===== src/rtl/alu_pkg.sv =====
// Shared definitions for the ALU issue stage: widths, ALU fn codes, special opcodes,
// instruction field positions, decode classes and the registered EX bundle.
package alu_pkg;

    localparam int IW = 19;
    localparam int RA = 3;

    localparam int INSTR_IMM_SEL = 18;
    localparam int OP_MSB        = 17;
    localparam int OP_LSB        = 14;
    localparam int RD_MSB        = 13;
    localparam int RD_LSB        = 11;
    localparam int RS_MSB        = 10;
    localparam int RS_LSB        = 8;
    localparam int IMM_MSB       = 7;
    localparam int IMM_LSB       = 0;

    localparam logic [3:0] FN_ADD  = 4'd0;
    localparam logic [3:0] FN_ADDC = 4'd1;
    localparam logic [3:0] FN_SUB  = 4'd2;
    localparam logic [3:0] FN_SUBC = 4'd3;
    localparam logic [3:0] FN_AND  = 4'd4;
    localparam logic [3:0] FN_OR   = 4'd5;
    localparam logic [3:0] FN_XOR  = 4'd6;
    localparam logic [3:0] FN_MASK = 4'd7;
    localparam logic [3:0] FN_SHL  = 4'd8;
    localparam logic [3:0] FN_SHR  = 4'd9;
    localparam logic [3:0] FN_ROL  = 4'd10;
    localparam logic [3:0] FN_ROR  = 4'd11;

    localparam logic [3:0] OP_NOP  = 4'd12;
    localparam logic [3:0] OP_CLRC = 4'd13;
    localparam logic [3:0] OP_SETC = 4'd14;
    localparam logic [3:0] OP_ILL  = 4'd15;

    typedef enum logic [2:0] {
        CLS_ALU,
        CLS_NOP,
        CLS_CLRC,
        CLS_SETC,
        CLS_ILL
    } op_class_e;

    typedef struct packed {
        logic [3:0]    fn;
        logic [2:0]    sc;
        logic [RA-1:0] rd;
        logic [RA-1:0] rs;
        logic [RA-1:0] rt;
        logic [7:0]    imm;
        logic          imm_sel;
        logic          wb_en;
        logic          upd_z;
        logic          upd_c;
    } ex_bundle_t;

    function automatic logic uses_carry_in(input logic [3:0] fn);
        return (fn == FN_ADDC) || (fn == FN_SUBC);
    endfunction

endpackage


===== src/rtl/alu_issue_stage_if.sv =====
// Fetch-side (instruction handshake + flush) and EX-side (control bundle, flag
// writeback, architectural flags) interfaces of the ALU issue stage.
interface issue_in_if;
    import alu_pkg::*;

    logic          in_valid;
    logic          in_ready;
    logic          flush;
    logic [IW-1:0] instr;

    modport master (output in_valid, instr, flush, input in_ready);
    modport slave  (input in_valid, instr, flush, output in_ready);
endinterface

interface issue_ex_if;
    import alu_pkg::*;

    logic          out_valid;
    logic          out_ready;
    logic [3:0]    fn;
    logic [2:0]    sc;
    logic          cin;
    logic [RA-1:0] rd;
    logic [RA-1:0] rs;
    logic [RA-1:0] rt;
    logic [7:0]    imm;
    logic          imm_sel;
    logic          wb_en;
    logic          upd_z;
    logic          upd_c;
    logic          flag_we_z;
    logic          flag_we_c;
    logic          alu_zero;
    logic          alu_cout;
    logic          z_flag;
    logic          c_flag;
    logic          illegal;

    // Stage side drives the bundle and flags; EX side returns ready and flag writeback.
    modport master (
        output out_valid, fn, sc, cin, rd, rs, rt, imm, imm_sel, wb_en, upd_z, upd_c,
        output z_flag, c_flag, illegal,
        input  out_ready, flag_we_z, flag_we_c, alu_zero, alu_cout
    );
    modport slave (
        input  out_valid, fn, sc, cin, rd, rs, rt, imm, imm_sel, wb_en, upd_z, upd_c,
        input  z_flag, c_flag, illegal,
        output out_ready, flag_we_z, flag_we_c, alu_zero, alu_cout
    );
endinterface


===== src/rtl/alu_issue_decode.sv =====
// Combinational instruction decode: field extraction plus fn/wb/flag-update controls
// and an op class. Build option ISSUE_ILLEGAL_TRAP_EN makes op 15 decode as illegal.
module alu_issue_decode
    import alu_pkg::*;
(
    input  logic [IW-1:0] instr_i,
    output ex_bundle_t    bundle_o,
    output op_class_e     class_o
);

    logic [3:0] op;
    logic [7:0] imm8;

    assign op   = instr_i[OP_MSB:OP_LSB];
    assign imm8 = instr_i[IMM_MSB:IMM_LSB];

    always_comb begin
        bundle_o         = '0;
        bundle_o.sc      = imm8[2:0];
        bundle_o.rd      = instr_i[RD_MSB:RD_LSB];
        bundle_o.rs      = instr_i[RS_MSB:RS_LSB];
        bundle_o.rt      = imm8[RA-1:0];
        bundle_o.imm     = imm8;
        bundle_o.imm_sel = instr_i[INSTR_IMM_SEL];
        bundle_o.fn      = FN_ADD;
        class_o          = CLS_NOP;

        if (op <= FN_ROR) begin
            class_o        = CLS_ALU;
            bundle_o.fn    = op;
            bundle_o.wb_en = 1'b1;
            bundle_o.upd_z = 1'b1;
            // Logic ops leave carry alone; arithmetic and shifts both produce one.
            bundle_o.upd_c = !((op >= FN_AND) && (op <= FN_MASK));
        end else begin
            case (op)
                OP_CLRC: class_o = CLS_CLRC;
                OP_SETC: class_o = CLS_SETC;
                OP_ILL: begin
`ifdef ISSUE_ILLEGAL_TRAP_EN
                    class_o = CLS_ILL;
`else
                    class_o = CLS_NOP;
`endif
                end
                default: class_o = CLS_NOP;
            endcase
        end
    end

endmodule


===== src/rtl/alu_issue_stage.sv =====
// ALU issue stage: one register slice toward EX, Z/C flag register, carry-in forwarding
// and ADDC/SUBC interlock. Build option ISSUE_ILLEGAL_TRAP_EN enables the sticky op-15 trap.
module alu_issue_stage
    import alu_pkg::*;
(
    input  logic       clk,
    input  logic       rst,
    issue_in_if.slave  fetch,
    issue_ex_if.master ex
);

    ex_bundle_t dec_bundle;
    op_class_e  dec_class;

    logic       out_valid_q, out_valid_d;
    ex_bundle_t bundle_q, bundle_d;
    logic       cin_q, cin_d;
    logic       z_q, z_d;
    logic       c_q, c_d;

    logic       trap_active;
    logic       carry_op;
    logic       carry_hazard;
    logic       in_ready;
    logic       accept;
    logic       c_fwd;

    alu_issue_decode u_decode (
        .instr_i  (fetch.instr),
        .bundle_o (dec_bundle),
        .class_o  (dec_class)
    );

    always_comb begin
        carry_op     = (dec_class == CLS_ALU) && uses_carry_in(dec_bundle.fn);
        // The bundle in EX will still rewrite C; a carry consumer must wait for it.
        carry_hazard = out_valid_q && bundle_q.upd_c && !ex.flag_we_c;
        in_ready     = (!out_valid_q || ex.out_ready) && !(carry_op && carry_hazard) && !trap_active;
        accept       = fetch.in_valid && in_ready && !fetch.flush;
        c_fwd        = ex.flag_we_c ? ex.alu_cout : c_q;
    end

    always_comb begin
        out_valid_d = out_valid_q;
        bundle_d    = bundle_q;
        cin_d       = cin_q;
        if (fetch.flush) begin
            out_valid_d = 1'b0;
        end else if (accept) begin
            out_valid_d = (dec_class != CLS_ILL);
            if (dec_class != CLS_ILL) begin
                bundle_d = dec_bundle;
                cin_d    = carry_op & c_fwd;
            end
        end else if (ex.out_ready) begin
            out_valid_d = 1'b0;
        end
    end

    always_comb begin
        z_d = z_q;
        c_d = c_q;
        if (ex.flag_we_z) begin
            z_d = ex.alu_zero;
        end
        // CLRC/SETC take effect at issue and override a coincident writeback.
        if (accept && (dec_class == CLS_CLRC)) begin
            c_d = 1'b0;
        end else if (accept && (dec_class == CLS_SETC)) begin
            c_d = 1'b1;
        end else if (ex.flag_we_c) begin
            c_d = ex.alu_cout;
        end
    end

    always_ff @(posedge clk or negedge rst) begin
        if (!rst) begin
            out_valid_q <= 1'b0;
            bundle_q    <= '0;
            cin_q       <= 1'b0;
            z_q         <= 1'b0;
            c_q         <= 1'b0;
        end else begin
            out_valid_q <= out_valid_d;
            bundle_q    <= bundle_d;
            cin_q       <= cin_d;
            z_q         <= z_d;
            c_q         <= c_d;
        end
    end

`ifdef ISSUE_ILLEGAL_TRAP_EN
    logic trap_q, trap_d;

    always_comb begin
        trap_d = trap_q;
        if (fetch.flush) begin
            trap_d = 1'b0;
        end else if (accept && (dec_class == CLS_ILL)) begin
            trap_d = 1'b1;
        end
    end

    always_ff @(posedge clk or negedge rst) begin
        if (!rst) begin
            trap_q <= 1'b0;
        end else begin
            trap_q <= trap_d;
        end
    end

    assign trap_active = trap_q;
`else
    assign trap_active = 1'b0;
`endif

    assign fetch.in_ready = in_ready;

    assign ex.out_valid = out_valid_q;
    assign ex.fn        = bundle_q.fn;
    assign ex.sc        = bundle_q.sc;
    assign ex.cin       = cin_q;
    assign ex.rd        = bundle_q.rd;
    assign ex.rs        = bundle_q.rs;
    assign ex.rt        = bundle_q.rt;
    assign ex.imm       = bundle_q.imm;
    assign ex.imm_sel   = bundle_q.imm_sel;
    assign ex.wb_en     = bundle_q.wb_en;
    assign ex.upd_z     = bundle_q.upd_z;
    assign ex.upd_c     = bundle_q.upd_c;
    assign ex.z_flag    = z_q;
    assign ex.c_flag    = c_q;
    assign ex.illegal   = trap_active;

endmodule


===== src/flat_wrapper.sv =====
// flat-port wrapper written by rule: the top's interface ports become plain ports
module alu_issue_stage_flat import alu_pkg::*;
  (clk, rst, fetch_in_valid, fetch_instr, fetch_flush, fetch_in_ready, ex_out_valid, ex_fn, ex_sc, ex_cin, ex_rd, ex_rs, ex_rt, ex_imm, ex_imm_sel, ex_wb_en, ex_upd_z, ex_upd_c, ex_z_flag, ex_c_flag, ex_illegal, ex_out_ready, ex_flag_we_z, ex_flag_we_c, ex_alu_zero, ex_alu_cout);
  issue_in_if fetch_i ();
  issue_ex_if ex_i ();
  input  logic clk;
  input  logic rst;
  input wire logic [$bits(fetch_i.in_valid)-1:0] fetch_in_valid;
  input wire logic [$bits(fetch_i.instr)-1:0] fetch_instr;
  input wire logic [$bits(fetch_i.flush)-1:0] fetch_flush;
  output wire logic [$bits(fetch_i.in_ready)-1:0] fetch_in_ready;
  output wire logic [$bits(ex_i.out_valid)-1:0] ex_out_valid;
  output wire logic [$bits(ex_i.fn)-1:0] ex_fn;
  output wire logic [$bits(ex_i.sc)-1:0] ex_sc;
  output wire logic [$bits(ex_i.cin)-1:0] ex_cin;
  output wire logic [$bits(ex_i.rd)-1:0] ex_rd;
  output wire logic [$bits(ex_i.rs)-1:0] ex_rs;
  output wire logic [$bits(ex_i.rt)-1:0] ex_rt;
  output wire logic [$bits(ex_i.imm)-1:0] ex_imm;
  output wire logic [$bits(ex_i.imm_sel)-1:0] ex_imm_sel;
  output wire logic [$bits(ex_i.wb_en)-1:0] ex_wb_en;
  output wire logic [$bits(ex_i.upd_z)-1:0] ex_upd_z;
  output wire logic [$bits(ex_i.upd_c)-1:0] ex_upd_c;
  output wire logic [$bits(ex_i.z_flag)-1:0] ex_z_flag;
  output wire logic [$bits(ex_i.c_flag)-1:0] ex_c_flag;
  output wire logic [$bits(ex_i.illegal)-1:0] ex_illegal;
  input wire logic [$bits(ex_i.out_ready)-1:0] ex_out_ready;
  input wire logic [$bits(ex_i.flag_we_z)-1:0] ex_flag_we_z;
  input wire logic [$bits(ex_i.flag_we_c)-1:0] ex_flag_we_c;
  input wire logic [$bits(ex_i.alu_zero)-1:0] ex_alu_zero;
  input wire logic [$bits(ex_i.alu_cout)-1:0] ex_alu_cout;
  assign fetch_i.in_valid = fetch_in_valid;
  assign fetch_i.instr = fetch_instr;
  assign fetch_i.flush = fetch_flush;
  assign fetch_in_ready = fetch_i.in_ready;
  assign ex_out_valid = ex_i.out_valid;
  assign ex_fn = ex_i.fn;
  assign ex_sc = ex_i.sc;
  assign ex_cin = ex_i.cin;
  assign ex_rd = ex_i.rd;
  assign ex_rs = ex_i.rs;
  assign ex_rt = ex_i.rt;
  assign ex_imm = ex_i.imm;
  assign ex_imm_sel = ex_i.imm_sel;
  assign ex_wb_en = ex_i.wb_en;
  assign ex_upd_z = ex_i.upd_z;
  assign ex_upd_c = ex_i.upd_c;
  assign ex_z_flag = ex_i.z_flag;
  assign ex_c_flag = ex_i.c_flag;
  assign ex_illegal = ex_i.illegal;
  assign ex_i.out_ready = ex_out_ready;
  assign ex_i.flag_we_z = ex_flag_we_z;
  assign ex_i.flag_we_c = ex_flag_we_c;
  assign ex_i.alu_zero = ex_alu_zero;
  assign ex_i.alu_cout = ex_alu_cout;
  alu_issue_stage u_core (.clk(clk), .rst(rst), .fetch(fetch_i), .ex(ex_i));
endmodule

===== config.mk =====
export PLATFORM = sky130hd
export DESIGN_NAME = alu_issue_stage_flat
export DESIGN_NICKNAME = d
export VERILOG_FILES = /design/src/rtl/alu_pkg.sv /design/src/rtl/alu_issue_stage_if.sv /design/src/rtl/alu_issue_decode.sv /design/src/rtl/alu_issue_stage.sv /design/src/flat_wrapper.sv
export SDC_FILE = /design/constraint.sdc
export NUM_CORES = 1
export LEC_CHECK = 0
export BUFFER_PORTS_ARGS = -buffer_cell sky130_fd_sc_hd__buf_2
export CORE_UTILIZATION = 30
export DETAILED_ROUTE_END_ITERATION = 16
export HOLD_SLACK_MARGIN = 0.03
export REMOVE_ABC_BUFFERS = 1
export SYNTH_ARGS = -nofsm -noshare
export SYNTH_HDL_FRONTEND = slang
export SYNTH_SLANG_ARGS = --single-unit

===== constraint.sdc =====
create_clock -name clk -period 1.2 [get_ports clk]
set_input_delay 0.06 -clock clk [delete_from_list [all_inputs] [get_ports clk]]
set_output_delay 0.06 -clock clk [all_outputs]
set_load 0.005 [all_outputs]

# --- Word-level counts from Yosys, hierarchy flattened ---
# Index checks and enable logic that the tools add are counted.
word_totals:
  reg_bits: 29
  inputBits: 28
  output_inout_bits: 34
  wordCells: 55
op_classes:
  order_cmp: 3
  eq_ne: 7
  muxes: 10
  bitwise_logic: 2
  n_reduce_logical: 20
ops:
  columns: ["operator", "count"]
  rows:
  - ["$logic_and 1x1->1", 10]
  - ["$eq 4x4->1 const B", 2]
  - ["$mux 1", 6]
  - ["$logic_not 1->1", 5]
  - ["$eq 2x2->1 const B", 2]
  - ["$eq 4x1->1 const B", 1]
  - ["$eq 4x2->1 const B", 1]
  - ["$ge 4x3->1 const B", 1]
  - ["$le 4x3->1 const B", 1]
  - ["$le 4x4->1 const B", 1]
  - ["$mux 4", 1]
  - ["$pmux 2 s2", 1]
  - ["$logic_not 3->1", 1]
  - ["$mux 3", 1]
  - ["$ne 2x3->1 const B", 1]
  - ["$reduce_and 3->1", 1]
  - ["$reduce_bool 3->1", 1]
  - ["$logic_or 1x1->1", 2]
  - ["$mux 2", 1]
  - ["$and 1x1->1", 1]
  - ["$not 1->1", 1]

# --- Depth between registers and ports, before layout ---
# Gate-level depths: netlist of the first run.
logic_depth:
  depth_word: 13
  ltp_mapped: 7
  depth_no_buf: 6

# --- Modules after synthesis ---
# From an unflattened synthesis of the first run, not the netlist that was laid out.
unflattened:
  hier_cells: 117
  hier_area_um2: 1646.6
by_module_without_submodules:
  columns: ["module", "n_inst", "cells_per_inst", "area_each_um2"]
  rows:
  - ["alu_issue_stage", 1, 83, 1415.1]
  - ["alu_issue_decode", 1, 34, 231.5]

# --- Least setup slack after synthesis of the first run ---
# Ideal clock, no wire load.
synth_timing:
  kind: "in2reg"
  from: "in fetch_instr[16]"
  to: "reg u_core.bundle_q (netlist bit u_core.ex.imm[0])"
  setup_time_ns: 0.125
  arrival_ns: 1.326
  setup_slack_ns: -0.251
  stages: 6
  n_path_buf: 1
  cell_sequence: "inv_1 -> ha_1 -> nand4bb_4 -> o311ai_4 -> buf_6 -> mux2_2"
synth_between:
  elab_chain_cells: 11
  word_cells_on_any_way: 18
  cone_classes: "1 x order compare; 5 x eq/ne; 3 x mux; 9 x reduce/logical"
synth_rtl:
  columns: ["element", "line_no", "text"]
  rows:
  - ["start, declared", "flat_wrapper.sv:9", "input wire logic [$bits(fetch_i.instr)-1:0] fetch_instr;"]
  - ["$le 4x4->1 / $eq 4x4->1 (equally long branches)", "alu_issue_decode.sv:28, alu_issue_decode.sv:36", null]
  - ["$mux 4 / $pmux 2 s2 (equally long branches)", "alu_issue_decode.sv:28, alu_issue_decode.sv:36", null]
  - ["$eq 4x1->1, or another cell as far along", "alu_pkg.sv:58", "return (fn == FN_ADDC) || (fn == FN_SUBC);"]
  - ["$logic_or 1x1->1 / $logic_not 3->1 (equally long branches)", "alu_pkg.sv:58, alu_issue_stage.sv:35", null]
  - ["$logic_and 1x1->1", "alu_issue_stage.sv:35", "carry_op = (dec_class == CLS_ALU) && uses_carry_in(dec_bundle.fn);"]
  - ["$logic_and 1x1->1", "alu_issue_stage.sv:38", "in_ready = (!out_valid_q || ex.out_ready) && !(carry_op && carry_hazard) && !trap_active;"]
  - ["$logic_not 1->1", "alu_issue_stage.sv:38", null]
  - ["$logic_and 1x1->1", "alu_issue_stage.sv:38", null]
  - ["$logic_and 1x1->1 (2 in series)", "alu_issue_stage.sv:39", "accept = fetch.in_valid && in_ready && !fetch.flush;"]
  - ["$reduce_and 3->1 (no line) (*)", null, null]
  - ["end signal, assigned", "alu_issue_stage.sv:85", "bundle_q <= bundle_d;"]
  - ["end, declared", "alu_issue_stage.sv:16", "ex_bundle_t bundle_q, bundle_d;"]
# Mark *: on every way between the ends. The rest lies on a longest branch, timed or not.
# A chain may end at the register's enable or synchronous reset.

# --- Worst setup path after layout of the first run ---
layout_timing:
  from: "reg u_core.out_valid_q, in the netlist u_core.ex.out_valid"
  to: "reg u_core.c_q, in the netlist u_core.ex.c_flag"
layout_between:
  elab_chain_cells: 10
  word_cells_on_any_way: 13
  cone_classes: "2 x mux; 11 x reduce/logical"
layout_rtl:
  columns: ["element", "line_no", "text"]
  rows:
  - ["start, declared", "alu_issue_stage.sv:15", "logic out_valid_q, out_valid_d;"]
  - ["start signal, assigned", "alu_issue_stage.sv:84", "out_valid_q <= out_valid_d;"]
  - ["$logic_and 1x1->1 (2 in series)", "alu_issue_stage.sv:37", "carry_hazard = out_valid_q && bundle_q.upd_c && !ex.flag_we_c;"]
  - ["$logic_and 1x1->1", "alu_issue_stage.sv:38", null]
  - ["$logic_not 1->1", "alu_issue_stage.sv:38", null]
  - ["$logic_and 1x1->1 (*)", "alu_issue_stage.sv:38", null]
  - ["$logic_and 1x1->1 (*) (2 in series)", "alu_issue_stage.sv:39", null]
  - ["$logic_and 1x1->1", "alu_issue_stage.sv:69", "end else if (accept && (dec_class == CLS_SETC)) begin"]
  - ["$mux 1", "alu_issue_stage.sv:69", null]
  - ["$mux 1 (*)", "alu_issue_stage.sv:67", "if (accept && (dec_class == CLS_CLRC)) begin"]
  - ["net u_core.c_d", "alu_issue_stage.sv:19", "logic c_q, c_d;"]
  - ["end signal, assigned", "alu_issue_stage.sv:82", "c_q <= 1'b0;"]
  - ["end signal, assigned", "alu_issue_stage.sv:88", "c_q <= c_d;"]
  - ["end, declared", "alu_issue_stage.sv:19", null]
# Mark *: on every way through the listed nets, which the timed path passes. The rest lies on a longest branch.

==> metrics.txt, run 1 <==
chip width 64.7 µm; Core Box Area 0.00372 mm²; post-synth top area share 53.0%; Critical Path AT between 1.5 and 2 ns; CP max stage cell dfrtp_1; Area Growth Syn to Fin 50.1%; Reg clk slew, reported paths 0.08 ns; max_cap viols 0; worst slew pin tran approximately 0.56 ns; Setup crit end kind flip-flop; clk sink count 25; Initial Util 31.8%; Power Density about 1200 mW/mm²; drt via density 4.14; layout cell share with drive strength beyond 1 approximately 60%; total track usage between 10% and 20%; initial DRC count 12; fmax 710 MHz; Tcrit/Tclk final 117%; critical path cell sequence nand2_2 -> o311ai_4 -> buf_12 -> buf_4 -> nor3_2 -> a2bb2oi_1; Congestion Overflow GR 0; Die Outline Area 0.00419 mm²; Top Ports 62; design area 0.00177 mm²; Routed Antenna Nets 0; # diodes 0; Max clock buf depth 2; Port Buffer Count 60; Syn Inst Count just under 90; YS warnings 0; outcome finished, violations left; critical path required time 1.35 ns; Yosys cell types 18; first-pass GRT wire length 3580 µm; Setup TNS Final -4.05 ns; Max stage delay on crit path 0.41 ns; dpl cell area between 0.0015 and 0.002 mm²; Slew Limit Fails 0; Startpoint Class flip-flop; crit path kind flip-flop to flip-flop; CTS tree done; RSZ-0062 raised after global routing yes; Setup Skew 0.00293 ns; fin nets 201; overall power 2.07 mW; top cells by area in the synthesized netlist dfrtp_1 53%, mux2_2 17%, ha_1 5.3%; wire length per cell about 10 µm; num rows 22; syn avg cell area 13.3 µm²; violated checks setup timing; Initial DRT Pass Iterations 2; worst hold path class primary input to flip-flop; Routed WL around 2300 µm; via count 891; RePlAce Congestion 0.778; # DRC 0; largest net degree at the start of global routing 26; clock buffer count from CTS 3; H-tree lvl count 1; Final Hold Viols 0; Final Core Density roughly 48%; clk root buf clkbuf_8; Crit Path Max Fanout 23; Setup WS pre-CTS -0.494 ns; post-layout min period 1.41 ns; post-DP HPWL 1650 µm; P_leak 0.882 nW; Chip Height 64.7 µm; Synth Register Bits 25; Slew HR approximately 63%; initial antenna violation count 0; Final setup violation count 23; vias in the first global route between 800 and 900; sequential share of the synthesized area approximately 53%; PnR worst setup slack -0.208 ns; cell taking the most area after synthesis dfrtp_1; Max IR drop VDD 435 µV; worst skew pair latency 0.26 ns; Mapped Area 0.00118 mm²
## layer usage
metal / track usage, % / share of wire, % / vias to the layer above / wire length (µm)
met4: 5.00 / 1.2 / 0 / 27
met2: 19.7 / 51 / 35 / 1150
met3: 1.06 / 5.1 / 2 / 115
li1: - / - / 448 / -
met1: 13.4 / 42 / 406 / 956
met5: 0 / 0 / - / 0
## cell usage in the layout (no fill, tap or decap)
master         instances
buf_2                 60
ha_1                   4
a2bb2oi_1              1
o31ai_2                3
inv_1                  3
buf_12                 1
nand2b_1               4
nand4bb_4              1
ha_4                   1
nor2b_1                1
dlygate4sd3_1         15
o311ai_4               1
nand2_2                1
mux2_1                 1
clkbuf_8               3
nand2_1                7
o21ai_0                5
mux2_2                18
clkinv_2               1
dfrtp_1               25
conb_1                 1
nor3_2                 1
buf_4                  9
## worst max-delay path, delay by kind of cell (launching register included)
family | cells | cell delay (ns)
flip-flops | 1 | 0.41
buffers and inverters | 2 | 0.38
AND/OR/NAND/NOR | 2 | 0.12
AO/OA/AOI/OAI | 2 | 0.38
## synthesized netlist by cell type
| cell type | count |
|---|---|
| dfrtp_1 | 25 |
| mux2_2 | 18 |
| buf_4 | 8 |
| nand2_1 | 8 |
| ha_1 | 5 |
| o21ai_0 | 5 |
| nand2b_1 | 4 |
| inv_1 | 3 |
| o31ai_1 | 3 |
| buf_6 | 2 |
| a2bb2oi_1 | 1 |
| buf_2 | 1 |
| conb_1 | 1 |
| mux2_1 | 1 |
| nand4bb_4 | 1 |
| nor2b_1 | 1 |
| nor3_1 | 1 |
| o311ai_4 | 1 |
## path summary, 6_finish.rpt
check	from	end	slack [ns]	cells after the start
max in group asynchronous	rst	u_core.ex.z_flag$_DFFE_PN0P_	0.52	2
max reg2reg	u_core.ex.out_valid$_DFFE_PN0P_	u_core.ex.c_flag$_DFF_PN0_	-0.21	6
max	u_core.ex.out_valid$_DFFE_PN0P_	u_core.ex.c_flag$_DFF_PN0_	-0.21	6
min reg2reg	u_core.ex.cin$_DFFE_PN0P_	u_core.ex.cin$_DFFE_PN0P_	0.48	2
min	fetch_instr[12]	u_core.ex.rd[1]$_DFFE_PN0P_	0.04	2
min in group asynchronous	rst	u_core.ex.fn[3]$_DFFE_PN0P_	0.31	2
## layout make-up
cell class | instances | area [µm²]
inverter | 3 | 11.3
multi-input combinational | 50 | 492
tap | 48 | 60.1
clock inverter | 1 | 5.00
fill | 365 | 1940
clock buffer | 3 | 41.3
sequential | 25 | 626
timing repair buffer | 85 | 538
## cells by family (layout without fill, tap and decap cells)
kind of cell | count (synthesis) | count (layout) | share of synthesized area (%)
flops | 25 | 25 | 53.0
other cells | 1 | 1 | 0.317
compound gates | 10 | 10 | 6.99
mux | 19 | 19 | 18.1
buf+inv | 14 | 92 | 8.37
simple gates | 15 | 15 | 7.94
fa+ha+maj | 5 | 5 | 5.30
## power by group
group / switching (mW) / internal, mW / total (mW)
clock network: 0.242 / 0.231 / 0.473
logic: 0.213 / 0.335 / 0.548
registers: 0.0718 / 0.975 / 1.05
total: 0.526 / 1.54 / 2.07
## flip-flops by register name, summed over array words and instances (netlist names)
signal / cells
u_core.ex.rd: 3
u_core.ex.cin: 1
u_core.ex.rs: 3
u_core.ex.upd_z: 1
u_core.ex.imm_sel: 1
u_core.ex.imm: 8
u_core.ex.c_flag: 1
u_core.ex.z_flag: 1
u_core.ex.fn: 4
u_core.ex.upd_c: 1
u_core.ex.out_valid: 1
## metrics by stage
| step | hold WS (ns) | std cells |
|---|---|---|
| final | 0.0397 | 215 |
| after global routing | 0.0309 | 215 |
| after CTS | 0.0312 | 212 |
| after detailed placement | 0.0780 | 196 |
| after global placement | 0.0762 | 196 |
| after floorplan | -0.236 | 78 |
## timing repair
action | in CTS | in global routing
hold buffers | 12 | 3
endpoints found under the hold margin | 36 | 3
endpoints found under the setup margin | 23 | 25
buffers inserted | 0 | 0
resized for setup | 3 | 3
(Power assumes the default switching activity.)
==> run 2: changes to the inputs <==
--- a/config.mk
+++ b/config.mk
@@ -5,9 +5,10 @@
 export SDC_FILE = /design/constraint.sdc
 export NUM_CORES = 1
 export LEC_CHECK = 0
-export BUFFER_PORTS_ARGS = -buffer_cell sky130_fd_sc_hd__buf_2
+export CORE_MARGIN = 1.5
 export CORE_UTILIZATION = 30
 export DETAILED_ROUTE_END_ITERATION = 16
+export DONT_BUFFER_PORTS = 1
 export HOLD_SLACK_MARGIN = 0.03
 export REMOVE_ABC_BUFFERS = 1
 export SYNTH_ARGS = -nofsm -noshare
==> metrics.txt, run 2 (same netlist as run 1, synthesis figures left out) <==
Congestion Overflow GR 0 (unchanged); Core Box Area 0.00372 mm² (unchanged); RSZ-0062 raised after global routing yes (unchanged); initial antenna violation count 0 (unchanged); fmax 696 MHz (was 710 MHz); # DRC 0 (unchanged); clk sink count 25 (unchanged); largest net degree at the start of global routing 26 (unchanged); critical path required time 1.41 ns (was 1.35 ns); Routed WL 2340 µm (was 2250 µm); most frequent cells in the layout 25 x dfrtp_1, 22 x dlygate4sd3_1, 18 x mux2_2, 8 x nand2_1 (was 60 x buf_2, 25 x dfrtp_1, 18 x mux2_2, 15 x dlygate4sd3_1, 9 x buf_4); RePlAce Congestion 0.729 (was 0.778); Setup crit end kind flip-flop (unchanged); Max clock buf depth 2 (unchanged); fin nets 146 (was 201); H-tree lvl count 1 (unchanged); Routed Antenna Nets 0 (unchanged); P_leak 0.654 nW (was 0.882 nW); total track usage 11.7% (was 11.1%); Power Density 1280 mW/mm² (was 1170 mW/mm²); Setup Skew 0.0139 ns (was 0.00293 ns); post-DP HPWL 1650 µm (about the same); chip width 65.7 µm (was 64.7 µm); PnR worst setup slack -0.236 ns (was -0.208 ns); Top Ports 62 (unchanged); sequential power share 56.3% (was 50.6%); number of flip-flops in the largest register 8 (unchanged); Area Growth Syn to Fin 28.1% (was 50.1%); max_cap viols 0 (unchanged); Die Outline Area 0.00432 mm² (was 0.00419 mm²); post-layout min period 1.44 ns (was 1.41 ns); Net Sw Frac 27.1% (was 25.5%); wire length per cell 14.6 µm (was 10.5 µm); Chip Height 65.7 µm (was 64.7 µm); Final setup violation count 24 (was 23); Setup TNS Final -4.53 ns (was -4.05 ns); # diodes 0 (unchanged); Crit Path Max Fanout 10 (was 23); crit path kind flip-flop to flip-flop (unchanged); clk root buf clkbuf_8 (unchanged); Initial Util 31.8% (unchanged); Slew Limit Fails 0 (unchanged); Max IR drop VDD 746 µV (was 435 µV); internal power 1.41 mW (was 1.54 mW); Startpoint Class flip-flop (unchanged); drt via density 4.68 (was 4.14); Clock power frac 26.9% (was 22.9%); Inst Count DP 132 (was 196); Final Hold Viols 0 (unchanged); layout cell share with drive strength beyond 1 30.4% (was 59.9%); num rows 22 (unchanged); fin cells 160 (was 215); worst skew pair latency 0.28 ns (was 0.26 ns); Tcrit/Tclk final 120% (was 117%); CTS tree done (unchanged); via count 749 (was 891); Initial DRT Pass Iterations 4 (was 2); Reg clk slew, reported paths 0.10 ns (was 0.08 ns); Critical Path AT 1.65 ns (was 1.55 ns); initial DRC count 36 (was 12); vias in the first global route 842 (was 857); commonest non-fill, non-tap cell in the layout dfrtp_1 (was buf_2); violated checks setup timing (unchanged); worst hold path class primary input to flip-flop (unchanged); P_sw 526 µW (about the same); Comb power frac 16.8% (was 26.5%); clock buffer count from CTS 3 (unchanged); outcome finished, violations left (unchanged); Port Buffer Count 0 (was 60); first-pass GRT wire length 3770 µm (was 3580 µm)
## run 2: worst paths after layout
check,from,endpoint,slack [ns],cells past startpoint
worst max register to register,u_core.ex.out_valid$_DFFE_PN0P_,u_core.ex.c_flag$_DFF_PN0_,-0.24,6
worst min register to register,u_core.ex.cin$_DFFE_PN0P_,u_core.ex.cin$_DFFE_PN0P_,0.52,2
max in group asynchronous,rst,u_core.ex.z_flag$_DFFE_PN0P_,0.83,2
min in group asynchronous,rst,u_core.ex.c_flag$_DFF_PN0_,0.21,2
worst min-delay path,ex_out_ready,u_core.ex.out_valid$_DFFE_PN0P_,0.06,2
worst max-delay path,u_core.ex.out_valid$_DFFE_PN0P_,u_core.ex.c_flag$_DFF_PN0_,-0.24,6
## run 2: metal layers
| layer | vias up | share of wire (%) | wire length [µm] | GRT usage (%) |
|---|---|---|---|---|
| met4 | 0 | 1.5 | 34 | 4.95 |
| met3 | 2 | 7.4 | 174 | 3.60 |
| met2 | 41 | 56 | 1310 | 22.5 |
| met1 | 366 | 35 | 823 | 11.3 |
| met5 | - | 0 | 0 | 0 |
| li1 | 340 | - | - | - |
## run 2: timing repair
item	CTS	global route
hold buffers	23	0
pin swaps	0	0
resized for setup	3	1
setup buffers	1	0
endpoints found under the setup margin	24	24
hold endpoints to repair	46	0
## run 2: stage by stage
stage / power, mW / cell area [µm²] / hold slack [ns] / setup WS [ns] / utilization, %
after floorplan: 1.26 / 1090 / -0.236 / -0.665 / -
after global placement: 1.33 / 1200 / -0.235 / -0.318 / 32.3
after detailed placement: 1.35 / 1200 / -0.235 / -0.383 / 32.3
after CTS: 1.97 / 1510 / 0.0659 / -0.237 / 40.6
after global routing: 2.05 / 1510 / 0.0794 / -0.303 / 40.7
final: 1.94 / 1510 / 0.0644 / -0.236 / 40.7
## run 2: final cells by class
| class | count | area [µm²] |
|---|---|---|
| Multi-Input combinational cell | 50 | 467 |
| Tap cell | 48 | 60.1 |
| Sequential cell | 25 | 626 |
| Clock buffer | 3 | 41.3 |
| Inverter | 3 | 11.3 |
| Fill cell | 374 | 2200 |
| Clock inverter | 1 | 7.51 |
| Timing Repair Buffer | 30 | 300 |
## run 2: critical path, stage by stage (launching register included)
cell	delay (ns)
dfrtp_1	0.41
nand2b_1	0.15
o311ai_4	0.13
buf_6	0.17
buf_4	0.16
nor3_1	0.16
a2bb2oi_1	0.18
## run 2: power by group through the flow
stage	combinational (mW)	clock, mW	sequential, mW
5_1_grt	0.365	0.571	1.11
3_3_place_gp	0.223	0	1.11
4_1_cts	0.327	0.547	1.09
6_report	0.326	0.522	1.09
3_5_place_dp	0.235	0	1.11
2_1_floorplan	0.178	0	1.08
